<file path="src/rtl/pe_bitserial_ctrl_if.sv">
// pe_bitserial_ctrl_if
//   Bundles the controller's handshake, PE control and result bus signals.
//   slave  : controller side (pe_bitserial_ctrl).
//   master : requester / PE / consumer side.
//   Signals: start_i/in_ready_o (job request), load_o/step_o (PE control),
//            sa_done_i/pe_sum_i (PE per-bit result), res_valid_o/res_ready_i/
//            res_data_o (result handshake), busy_o, err_o/err_clr_i (timeout).
interface pe_bitserial_ctrl_if #(
  parameter int nSaCols       = 4,
  parameter int nAdderOutBits = 6,
  parameter int accWidth      = 10
);
  logic                                  start_i;
  logic                                  in_ready_o;
  logic                                  load_o;
  logic                                  step_o;
  logic                                  sa_done_i;
  logic [nSaCols-1:0][nAdderOutBits-1:0] pe_sum_i;
  logic                                  res_valid_o;
  logic                                  res_ready_i;
  logic [nSaCols-1:0][accWidth-1:0]      res_data_o;
  logic                                  busy_o;
  logic                                  err_o;
  logic                                  err_clr_i;

  modport slave (
    input  start_i, sa_done_i, pe_sum_i, res_ready_i, err_clr_i,
    output in_ready_o, load_o, step_o, res_valid_o, res_data_o, busy_o, err_o
  );

  modport master (
    output start_i, sa_done_i, pe_sum_i, res_ready_i, err_clr_i,
    input  in_ready_o, load_o, step_o, res_valid_o, res_data_o, busy_o, err_o
  );
endinterface

</file>
<file path="src/rtl/pe_bitserial_ctrl.sv">
// pe_bitserial_ctrl
//   Sequences a bit-serial PE array: loads an input vector, steps through
//   inputPrecision bits LSB first, and accumulates each column's partial sum
//   shifted by the bit weight. A pass that waits timeoutCycles without
//   sa_done_i aborts the job and raises a sticky error.
//   Ports: clk, nrst (async, active low), bus (pe_bitserial_ctrl_if.slave).
module pe_bitserial_ctrl #(
  parameter int nSaCols        = 4,
  parameter int inputPrecision = 4,
  parameter int nAdderOutBits  = 6,
  parameter int accWidth       = nAdderOutBits + inputPrecision,
  parameter int timeoutCycles  = 64
) (
  input logic               clk,
  input logic               nrst,
  pe_bitserial_ctrl_if.slave bus
);
  localparam int BCW = (inputPrecision > 1) ? $clog2(inputPrecision) : 1;
  localparam int WCW = $clog2(timeoutCycles + 1);

  typedef enum logic [2:0] {S_IDLE, S_LOAD, S_WAIT, S_STEP, S_OUT} state_t;

  state_t                           r_state, w_next;
  logic [BCW-1:0]                   r_bit_cnt;
  logic [WCW-1:0]                   r_wcnt;
  logic                             r_err;
  logic [nSaCols-1:0][accWidth-1:0] w_acc;
  logic w_accept, w_done, w_last, w_tmo;
  logic w_in_ready, w_load, w_step, w_valid, w_busy;

  assign w_accept = (r_state == S_IDLE) && bus.start_i;
  assign w_done   = (r_state == S_WAIT) && bus.sa_done_i;
  assign w_last   = (r_bit_cnt == BCW'(inputPrecision - 1));
  // sa_done_i on the final allowed cycle still counts as done
  assign w_tmo    = (r_state == S_WAIT) && !bus.sa_done_i &&
                    (r_wcnt == WCW'(timeoutCycles - 1));

  always_ff @(posedge clk or negedge nrst) begin
    if (!nrst) r_state <= S_IDLE;
    else       r_state <= w_next;
  end

  always_comb begin
    w_next     = r_state;
    w_in_ready = 1'b0;
    w_load     = 1'b0;
    w_step     = 1'b0;
    w_valid    = 1'b0;
    w_busy     = 1'b1;
    unique case (r_state)
      S_IDLE: begin
        w_in_ready = 1'b1;
        w_busy     = 1'b0;
        if (bus.start_i) w_next = S_LOAD;
      end
      S_LOAD: begin
        w_load = 1'b1;
        w_next = S_WAIT;
      end
      S_WAIT: begin
        if (bus.sa_done_i) w_next = w_last ? S_OUT : S_STEP;
        else if (w_tmo)    w_next = S_IDLE;
      end
      S_STEP: begin
        w_step = 1'b1;
        w_next = S_WAIT;
      end
      S_OUT: begin
        w_valid = 1'b1;
        if (bus.res_ready_i) w_next = S_IDLE;
      end
      default: w_next = S_IDLE;
    endcase
  end

  always_ff @(posedge clk or negedge nrst) begin
    if (!nrst) begin
      r_bit_cnt <= '0;
      r_wcnt    <= '0;
    end else if (w_accept) begin
      r_bit_cnt <= '0;
      r_wcnt    <= '0;
    end else if (r_state == S_STEP) begin
      r_wcnt <= '0;
    end else if (r_state == S_WAIT) begin
      if (bus.sa_done_i) begin
        if (!w_last) r_bit_cnt <= r_bit_cnt + 1'b1;
      end else if (w_tmo) begin
        r_bit_cnt <= '0;
        r_wcnt    <= '0;
      end else begin
        r_wcnt <= r_wcnt + 1'b1;
      end
    end
  end

  // Per-column accumulator: add partial sum weighted by the current bit.
  for (genvar c = 0; c < nSaCols; c++) begin : g_col
    logic [accWidth-1:0] r_acc;
    always_ff @(posedge clk or negedge nrst) begin
      if (!nrst)                r_acc <= '0;
      else if (w_accept || w_tmo) r_acc <= '0;
      else if (w_done)          r_acc <= r_acc + (accWidth'(bus.pe_sum_i[c]) << r_bit_cnt);
    end
    assign w_acc[c] = r_acc;
  end

  // Sticky timeout flag; a new timeout beats a simultaneous clear.
  always_ff @(posedge clk or negedge nrst) begin
    if (!nrst)              r_err <= 1'b0;
    else if (w_tmo)         r_err <= 1'b1;
    else if (bus.err_clr_i) r_err <= 1'b0;
  end

  assign bus.in_ready_o  = w_in_ready;
  assign bus.load_o      = w_load;
  assign bus.step_o      = w_step;
  assign bus.res_valid_o = w_valid;
  assign bus.busy_o      = w_busy;
  assign bus.err_o       = r_err;
  assign bus.res_data_o  = w_valid ? w_acc : '0;
endmodule

</file>
<file path="src/flat_wrapper.sv">
// flat-port wrapper written by rule: the top's interface ports become plain ports
module pe_bitserial_ctrl_flat 
#(
  parameter int nSaCols        = 4,
  parameter int inputPrecision = 4,
  parameter int nAdderOutBits  = 6,
  parameter int accWidth       = nAdderOutBits + inputPrecision,
  parameter int timeoutCycles  = 64
)
  (clk, nrst, bus_start_i, bus_sa_done_i, bus_pe_sum_i, bus_res_ready_i, bus_err_clr_i, bus_in_ready_o, bus_load_o, bus_step_o, bus_res_valid_o, bus_res_data_o, bus_busy_o, bus_err_o);
  pe_bitserial_ctrl_if #(.nSaCols(nSaCols), .nAdderOutBits(nAdderOutBits), .accWidth(accWidth)) bus_i ();
  input logic clk;
  input logic nrst;
  input wire logic [$bits(bus_i.start_i)-1:0] bus_start_i;
  input wire logic [$bits(bus_i.sa_done_i)-1:0] bus_sa_done_i;
  input wire logic [$bits(bus_i.pe_sum_i)-1:0] bus_pe_sum_i;
  input wire logic [$bits(bus_i.res_ready_i)-1:0] bus_res_ready_i;
  input wire logic [$bits(bus_i.err_clr_i)-1:0] bus_err_clr_i;
  output wire logic [$bits(bus_i.in_ready_o)-1:0] bus_in_ready_o;
  output wire logic [$bits(bus_i.load_o)-1:0] bus_load_o;
  output wire logic [$bits(bus_i.step_o)-1:0] bus_step_o;
  output wire logic [$bits(bus_i.res_valid_o)-1:0] bus_res_valid_o;
  output wire logic [$bits(bus_i.res_data_o)-1:0] bus_res_data_o;
  output wire logic [$bits(bus_i.busy_o)-1:0] bus_busy_o;
  output wire logic [$bits(bus_i.err_o)-1:0] bus_err_o;
  assign bus_i.start_i = bus_start_i;
  assign bus_i.sa_done_i = bus_sa_done_i;
  assign bus_i.pe_sum_i = bus_pe_sum_i;
  assign bus_i.res_ready_i = bus_res_ready_i;
  assign bus_i.err_clr_i = bus_err_clr_i;
  assign bus_in_ready_o = bus_i.in_ready_o;
  assign bus_load_o = bus_i.load_o;
  assign bus_step_o = bus_i.step_o;
  assign bus_res_valid_o = bus_i.res_valid_o;
  assign bus_res_data_o = bus_i.res_data_o;
  assign bus_busy_o = bus_i.busy_o;
  assign bus_err_o = bus_i.err_o;
  pe_bitserial_ctrl #(.nSaCols(nSaCols), .inputPrecision(inputPrecision), .nAdderOutBits(nAdderOutBits), .accWidth(accWidth), .timeoutCycles(timeoutCycles)) u_core (.clk(clk), .nrst(nrst), .bus(bus_i));
endmodule
</file>
<file path="config.mk">
export PLATFORM = sky130hd
export DESIGN_NAME = pe_bitserial_ctrl_flat
export DESIGN_NICKNAME = d
export VERILOG_FILES = /design/src/rtl/pe_bitserial_ctrl_if.sv /design/src/rtl/pe_bitserial_ctrl.sv /design/src/flat_wrapper.sv
export SDC_FILE = /design/constraint.sdc
export NUM_CORES = 1
export LEC_CHECK = 0
export ABC_AREA = 1
export CORE_UTILIZATION = 50
export DETAILED_ROUTE_END_ITERATION = 12
export PLACE_DENSITY = 0.85
export SLEW_MARGIN = 15
export SYNTH_ARGS = -nofsm -noshare
export SYNTH_HDL_FRONTEND = slang
export SYNTH_SLANG_ARGS = --single-unit
</file>
<file path="constraint.sdc">
create_clock -name clk -period 2.4 [get_ports clk]
set_clock_uncertainty 0.05 [all_clocks]
set_input_delay 0.24 -clock clk [delete_from_list [all_inputs] [get_ports clk]]
set_output_delay 0.24 -clock clk [all_outputs]
set_load 0.1 [all_outputs]
</file>
== After elaboration in Yosys (flattened, before gate mapping) ==
Cells that the tools add are included.
Word-level totals
  latch bits: 0
  RAM bits: 0
  input port bits: 30
  logic and storage cells: 79
  register bits after elaboration: 53
  memory bits (read-only): 0
  memories: 0
Operators by class
  multipliers: 0
  divide/modulo/power cells: 0
  muxes and demuxes: 33
  shifts and indexed selects: 4
  equal/unequal tests: 12
  bitwise operators: 0
  magnitude comparators: 0
  add/sub/neg operators: 6
  reduce and logical (&&, ||, !) cells: 16
Operators with widths (count)
  $mux 10: 8
  $add 10x10->10: 4
  $mux 40: 1
  $shl 6x2->10: 4
  $mux 7: 5
  $mux 3: 5
  $mux 2: 6
  $pmux 3 s4: 1
  $add 7x1->7 const B: 1
  $eq 7x6->1 const B: 1
  $mux 1: 7
  $eq 3x2->1 const B: 2
  $ne 3x2->1 const B: 2
  $reduce_bool 2->1: 3
  $reduce_bool 3->1: 2
  $logic_and 1x1->1: 4
  $ne 2x2->1 const B: 2
  $reduce_and 4->1: 1
  $eq 3x1->1 const B: 1
  $eq 3x3->1 const B: 1
  $logic_not 3->1: 1
  $ne 3x1->1 const B: 1
  $reduce_and 3->1: 1
  $add 2x1->2 const B: 1
  other kinds (6): 6

== Depth between registers and ports, before layout ==
Gate-level depths: netlist of the first run.
  depth after elaboration: 8
  mapped depth: 16
  depth with buffers taken out: 14

== Least setup slack after synthesis of the first run ==
OpenSTA, ideal clock, no wires.
  path kind: reg2out
  start point: reg u_core.r_state[1]
  end point: out bus_res_data_o[0]
  stages on the path, launching flop included: 5
  arrival: 4315 ps
  buffers on the path: 1
  setup slack: -2205 ps
  cell sequence: dfrtp_1 -> nor3_1 -> inv_2 -> clkbuf_1 -> nor2_1
On the way
  cells in the longest elaborated chain, start to end: 3
Ends and longest elaborated chain
  start: declaration: RTL line pe_bitserial_ctrl.sv:23  | state_t r_state, w_next;
  start signal: assignment: RTL line pe_bitserial_ctrl.sv:40  | else r_state <= w_next;
  $eq 3x3->1: RTL line pe_bitserial_ctrl.sv:50  | unique case (r_state)
  $mux 1: RTL line pe_bitserial_ctrl.sv:50
  named net bus_res_valid_o: RTL line flat_wrapper.sv:22  | output wire logic [$bits(bus_i.res_valid_o)-1:0] bus_res_valid_o;
  $mux 40: RTL line pe_bitserial_ctrl.sv:121  | assign bus.res_data_o = w_valid ? w_acc : '0;
  end: declaration: RTL line flat_wrapper.sv:23  | output wire logic [$bits(bus_i.res_data_o)-1:0] bus_res_data_o;
The timed path passes the listed nets, and every way through them passes these cells.

== Final worst setup path of the first run ==
  start point: reg u_core.r_bit_cnt[0]
  end point: reg u_core.g_col[3].r_acc[5]
On the way
  cells in the longest elaborated chain, start to end: 4
Ends and longest elaborated chain
  start: declaration: RTL line pe_bitserial_ctrl.sv:24  | logic [BCW-1:0] r_bit_cnt;
  start signal: assignment: RTL line pe_bitserial_ctrl.sv:87  | if (!w_last) r_bit_cnt <= r_bit_cnt + 1'b1;
  $shl 6x2->10: RTL line pe_bitserial_ctrl.sv:103  | else if (w_done) r_acc <= r_acc + (accWidth'(bus.pe_sum_i[c]) << r_bit_cnt);
  $add 10x10->10: RTL line pe_bitserial_ctrl.sv:103
  $mux 10: RTL line pe_bitserial_ctrl.sv:103
  $mux 10: RTL line pe_bitserial_ctrl.sv:102  | else if (w_accept || w_tmo) r_acc <= '0;
  end signal: assignment: RTL line pe_bitserial_ctrl.sv:103
  end: declaration: RTL line pe_bitserial_ctrl.sv:99  | logic [accWidth-1:0] r_acc;
Every way passes these cells. The select of a mux whose other input is x is not followed.
A chain may end at the register's enable or synchronous reset.

==> flow_summary.toml, run 1 <==
[floorplanning]
die_y_um = 98.6
start_util_pct = 52.4
core-area_um2 = 8890
fp.dieW_um = 98.6
rows = 34
fp.dieArea_um2 = 9720
io-pin-count = 76

[finish]
diodes = 0
areaGrowthSynthToFinish_pct = 39.1
fill_cells = 650
design_area_um2 = 6490
final_nets = 867
fin_cells = 904
layout-drive-gt1-share_pct = 18.5

[logic_synthesis]
syn_inst = 708
synth_ff_type = "dfrtp_1"
syn_area_um2 = 4660
synthesis.nets = 780
synth_top_area_share_pct = 28.4
ys_seq_area_share_pct = 28.4
synth_top_cells_by_count = "nand2_1 (193), nor2_1 (105), inv_1 (94), dfrtp_1 (53), o21ai_0 (45)"
netlist_top_cells_area = "dfrtp_1 (28%), nand2_1 (16%), ha_1 (10%)"
synth_edf_count = 0
avgSynthCellArea_um2 = 6.59
synth_most_common_cell = "nand2_1"
synthArstFlopShare_pct = 100
yosysUniqueCellTypes = 32
yosysWarnings = 0
yosysTopAreaCell = "dfrtp_1"
ys_ff_latch = 53

[power_and_ir_drop]
p_leak_nw = 3.08
max-vdd-ir-drop_uv = 531
p_per_area_nw_per_um2 = 1090

[placed_design]
dpl.cell_count = 893
hpwl_mm = 10.0
gp_congestion = 0.912
portBuffers = 75
place_area_um2 = 6330
pre_cts_ws_ps = -119

[sta]
worst_pin_slew_ps = 711
whs_ps = -32.0
maxSlewHeadroom_pct = 52.6
finalSetupViolations = 0
finalCritPeriodShare_pct = 96.9
fin_ws_ps = 74.2
period_needed_ps = 2330
maxClockFrequency_mhz = 430
setup-tns-final_ps = 0
rsz0062_at_grt = "yes"
drv_slew = 0
hold_violations = 23

[clocking]
cts_buffer_depth = 2
clock-sinks = 53
h-tree-depth = 2
cts_tree = "yes"
clk_pin_slew_worst_paths_ps = 100
cts_buffers = 5
clock-root-buffer = "clkbuf_8"
insertion_delay_ps = 330

[global_route]
grt_max_degree = 54
grtUsageTotal_pct = 27.5
overflow = 0
grt_pass1_vias = 4961
grt_pass1_wl_mm = 21.7
antenna_found_initial = 0

[critical_path]
worstPathCellList = "buf_12, mux2i_2, o21ai_0, ha_1, buf_4, nand2_1, nand3_1, nand2_1, nand2_1, nand2_1, nand2_1, o22ai_1"
worstPathRequired_ps = 2590
cp-end-kind = "register"
cp_common_cell = "nand2_1"
path_delay_family = "simple AND/OR/NAND/NOR gates"
max_stage_delay_ps = 430
crit_slowest_cell = "dfrtp_1"
cp.arrival_ps = 2520
critical_path_buf_inv_count = 2
worstSetupStartpointType = "register"
cp_max_fo = 28
crit_type = "reg2reg"

[status]
status = "finished with violations"
violations = "negative hold slack"

[drt]
wl_per_cell_um = 14.4
drt_iter0_markers = 343
finalWirelength_mm = 13.0
drc_errors = 0
dr.pass1.iters = 5
ant_nets = 0
via_count = 4962
drt-vias-per-instance = 5.49

[worst_hold_path]
min_path_type = "in2async"

[job]
max-cap-violations = 0
[worst reg2reg max path, delay by kind of cell, from the launching register on]
family | cells | cell delay [ps]
mux | 1 | 300
fa+ha+maj | 1 | 300
simple gates | 6 | 540
buf+inv | 2 | 380
compound gates | 2 | 260
flops | 1 | 430
[report_power, final]
group	switching (W)	internal (W)	total (W)	leakage, nW
sequential	0.000247	0.00119	0.00144	0.703
clock	0.000334	0.000212	0.000546	0.0447
combinational	0.00329	0.00182	0.00511	2.33
total	0.00387	0.00323	0.00709	3.08
[stage by stage]
step / utilization [%] / total power [W] / hold slack [ps]
2_1_floorplan: - / 0.00508 / -106
3_5_place_dp: 71.2 / 0.00628 / 368
6_report: 73.0 / 0.00709 / -32.0
4_1_cts: 72.3 / 0.00685 / 6.91
5_1_grt: 73.0 / 0.00770 / 46.0
3_3_place_gp: 71.2 / 0.00600 / 362
[registers in the layout (all words and copies together) (netlist names)]
register            flops
u_core.r_wcnt           7
u_core.r_bit_cnt        2
u_core.bus.err_o        1
u_core.r_state          3
u_core.g_col.r_acc     40
[placed cells by master, fill, tap and decap left out, types with 4 or more instances in the layout]
cell / synthesis / routed
o22ai_1: 16 / 16
ha_1: 38 / 37
clkdlybuf4s50_1: 0 / 28
nand3b_1: 5 / 5
inv_2: 5 / 4
nor2_1: 105 / 65
nor2_4: 0 / 40
buf_4: 2 / 30
nand3_1: 39 / 39
nand2_1: 193 / 193
o21ai_1: 9 / 20
xor2_1: 5 / 5
buf_12: 0 / 42
xnor2_1: 4 / 4
o21a_1: 4 / 4
mux2i_1: 16 / 12
dfrtp_1: 53 / 53
inv_1: 94 / 94
a21oi_1: 33 / 30
clkbuf_8: 0 / 5
mux2i_2: 0 / 4
o21ai_0: 45 / 33
[kinds of logic (layout without fill, tap and decap cells)]
logic type,after synthesis,after routing,share of synthesized area [%]
fa+ha+maj,42,42,11.9
compound gates,109,109,12.5
mux,16,16,3.43
xor+xnor,9,9,1.69
flops,53,53,28.4
simple gates,358,358,31.6
buf+inv,121,209,10.4
[timing repair]
| item | 4_1_cts | 5_1_grt |
|---|---|---|
| setup buffers | 0 | 3 |
| hold buffers | 0 | 0 |
| gates resized for setup | 1 | 21 |
| setup endpoints to repair | 1 | 17 |
| pin swaps | 0 | 3 |
[metal layers]
layer	vias to the layer above	global-route usage (%)	wire length, um
met5	-	0	0
met4	0	9.53	245
met3	28	3.90	713
met2	193	50.5	6650
met1	2296	32.7	5410
li1	2445	-	-
[cell type report]
cell class / instances / area (um^2) / share of cell area (%)
clock buffer: 5 / 68.8 / 1.06
clock inverter: 3 / 25.0 / 0.386
inverter: 100 / 378 / 5.83
multi-input combinational: 534 / 3200 / 49.4
sequential: 53 / 1330 / 20.4
tap: 108 / 135 / 2.08
timing repair buffer: 101 / 1350 / 20.8
[path summary, 6_finish.rpt]
check | startpoint | end | slack [ps] | cells after the start
worst max register to register | u_core.r_bit_cnt[0]$_DFFE_PN0P_ | u_core.g_col[3].r_acc[5]$_DFFE_PN0P_ | 70 | 12
max in group asynchronous | nrst | u_core.g_col[2].r_acc[5]$_DFFE_PN0P_ | 1830 | 2
worst max-delay path | u_core.r_bit_cnt[0]$_DFFE_PN0P_ | u_core.g_col[3].r_acc[5]$_DFFE_PN0P_ | 70 | 12
min in group clk | bus_err_clr_i | u_core.bus.err_o$_DFFE_PN0P_ | 420 | 2
worst min-delay path | nrst | u_core.r_state[0]$_DFFE_PN0P_ | -30 | 2
worst min register to register | u_core.g_col[2].r_acc[8]$_DFFE_PN0P_ | u_core.g_col[2].r_acc[8]$_DFFE_PN0P_ | 490 | 2
Power figures use the tool's default switching activity.
==> inputs of run 2 (changes only) <==
- CTS_CLUSTER_DIAMETER: default -> 60
- GPL_ROUTABILITY_DRIVEN: default -> 0
==> run 2 against run 1 <==
Against the previous run: critical endpoint is now u_core.g_col[0].r_acc[8]$_DFFE_PN0P_; cell count fell by 0.66%; clock-buffer cell count rose by 2; worst setup slack improved by 45 ps; critical path type unchanged; power rose by 1.3%; maximum frequency rose by 2.0%; register-to-register slack improved by 50 ps; the run still ends with negative hold slack left.
==> flow_summary.toml, run 2 (same netlist as run 1, synthesis figures left out) <==
[clocking]
cts_hold_buf = 0
h-tree-depth = 2
clock-root-buffer = "clkbuf_8"
cts_buffer_depth = 2
cts_buffers = 5
cts_tree = "yes"
clk_pin_slew_worst_paths_ps = 110
insertion_delay_ps = 320
clock-sinks = 53

[global_route]
overflow = 0
gr-usage-met3_pct = 3.48
grt_pass1_vias = 4891
grt_max_degree = 54
gr-usage-met2_pct = 48.0
grtUsageTotal_pct = 27.2
grt-busiest-layer = "met2"
grtUsageMet1_pct = 33.6
grt_pass1_wl_mm = 21.7
antenna_found_initial = 0

[job]
max-cap-violations = 0

[placed_design]
hpwl_mm = 9.63
place_area_um2 = 6290
portBuffers = 75

[finish]
diodes = 0
layout-drive-gt1-share_pct = 17.7
regMostFlops = "u_core.g_col.r_acc"
final_cell_mix = "nand2_1 (193), inv_1 (94), nor2_1 (65)"
areaGrowthSynthToFinish_pct = 39.2
final_nets = 861
largest_reg_flops = 40
layout_commonest_cell = "nand2_1"
reg_top3 = "u_core.g_col.r_acc (40), u_core.r_wcnt (7), u_core.r_state (3)"
design_area_um2 = 6490

[drt]
drt_iter0_markers = 318
wl_per_cell_um = 14.6
via_count = 4966
drt-vias-per-instance = 5.53
drc_errors = 0
ant_nets = 0
dr.pass1.iters = 7
finalWirelength_mm = 13.1

[sta]
finalSetupViolations = 0
setup-tns-final_ps = 0
whs_ps = -1.10
hold_violations = 1
finalCritPeriodShare_pct = 95.0
period_needed_ps = 2280
worst_pin_slew_ps = 850
drv_slew = 0
rsz0062_at_grt = "yes"
maxSlewHeadroom_pct = 43.3
maxClockFrequency_mhz = 438

[floorplanning]
fp.dieW_um = 98.6
rows = 34
start_util_pct = 52.4
core-area_um2 = 8890
fp.dieArea_um2 = 9720
die_y_um = 98.6
io-pin-count = 76

[status]
status = "finished with violations"
violations = "negative hold slack"

[critical_path]
r2r_setup_slack_ps = 120
worstSetupStartpointType = "register"
reg2reg_to = "u_core.g_col[0].r_acc[8]$_DFFE_PN0P_"
cp_max_fo = 14
worstPathRequired_ps = 2570
cp.arrival_ps = 2450
cp-end-kind = "register"
reg2regPathDepth = 12
crit_type = "reg2reg"
rr_startpoint = "u_core.r_bit_cnt[0]$_DFFE_PN0P_"

[worst_hold_path]
min_path_type = "in2async"

[power_and_ir_drop]
switching_share_pct = 53.5
max-vdd-ir-drop_uv = 549
p_per_area_nw_per_um2 = 1110
power_switching_w = 0.00385
pwr-share-clk_pct = 9.2
comb_power_share_pct = 70.7
seqPwrFrac_pct = 20.2
p_leak_nw = 3.07
intPower_w = 0.00334
[run 2: layout make-up]
class | count | area [um^2]
fillers | 655 | 2400
flip-flops and latches | 53 | 1330
inverters | 100 | 380
multi-input cells | 534 | 3220
clock buffers | 7 | 86.3
well taps | 108 | 135
repair buffers | 95 | 1320
clock inverters | 1 | 30.0
[run 2: worst max path at each step]
stage | start | endpoint | slack [ps]
floorplan | u_core.r_state[1]$_DFFE_PN0P_ | bus_res_data_o[11] | -130
global placement | bus_pe_sum_i[6] | u_core.g_col[1].r_acc[8]$_DFFE_PN0P_ | -20
detailed placement | bus_pe_sum_i[6] | u_core.g_col[1].r_acc[8]$_DFFE_PN0P_ | -180
CTS | u_core.r_bit_cnt[0]$_DFFE_PN0P_ | u_core.g_col[1].r_acc[8]$_DFFE_PN0P_ | 70
global route | u_core.r_bit_cnt[0]$_DFFE_PN0P_ | u_core.g_col[0].r_acc[9]$_DFFE_PN0P_ | -60
finish | u_core.r_bit_cnt[0]$_DFFE_PN0P_ | u_core.g_col[0].r_acc[8]$_DFFE_PN0P_ | 120
[run 2: critical path, stage by stage, from the launching register on]
cell	delay [ps]
dfrtp_2	450
buf_12	190
mux2i_2	280
o21ai_0	120
ha_1	370
nand2_1	80
o21ai_1	160
buf_4	160
nand2_1	70
nand2_1	80
nand2_1	50
nand3_1	70
nand2_1	60
[run 2: power groups by stage]
stage | Sequential (W) | Clock [W] | Combinational (W)
final | 0.00145 | 0.000658 | 0.00508
after floorplan | 0.00137 | 0 | 0.00371
after global placement | 0.00143 | 0 | 0.00455
after detailed placement | 0.00145 | 0 | 0.00478
after global routing | 0.00148 | 0.000693 | 0.00561
after CTS | 0.00143 | 0.000655 | 0.00481
[run 2: per-stage QoR]
stage	setup slack [ps]	cells	util (%)	total power (W)	hold WS, ps
2_1_floorplan	-132	708	-	0.00508	-106
5_1_grt	-58.5	898	73.0	0.00779	51.6
4_1_cts	72.6	897	72.1	0.00690	25.5
3_5_place_dp	-177	889	70.8	0.00623	362
3_3_place_gp	-20.4	889	70.8	0.00598	364
6_report	119	898	73.0	0.00719	-1.10
[run 2: routing by layer]
layer	part of all wire, %	wire length (um)
met2	50	6600
met5	0	0
met4	2.6	338
met1	41	5310
met3	6.3	830
[run 2: repair_timing]
action	CTS	global route
endpoints found under the setup margin	3	17
gates resized for setup	2	21
pin swaps	0	2
gates cloned	0	1
setup buffers	0	0
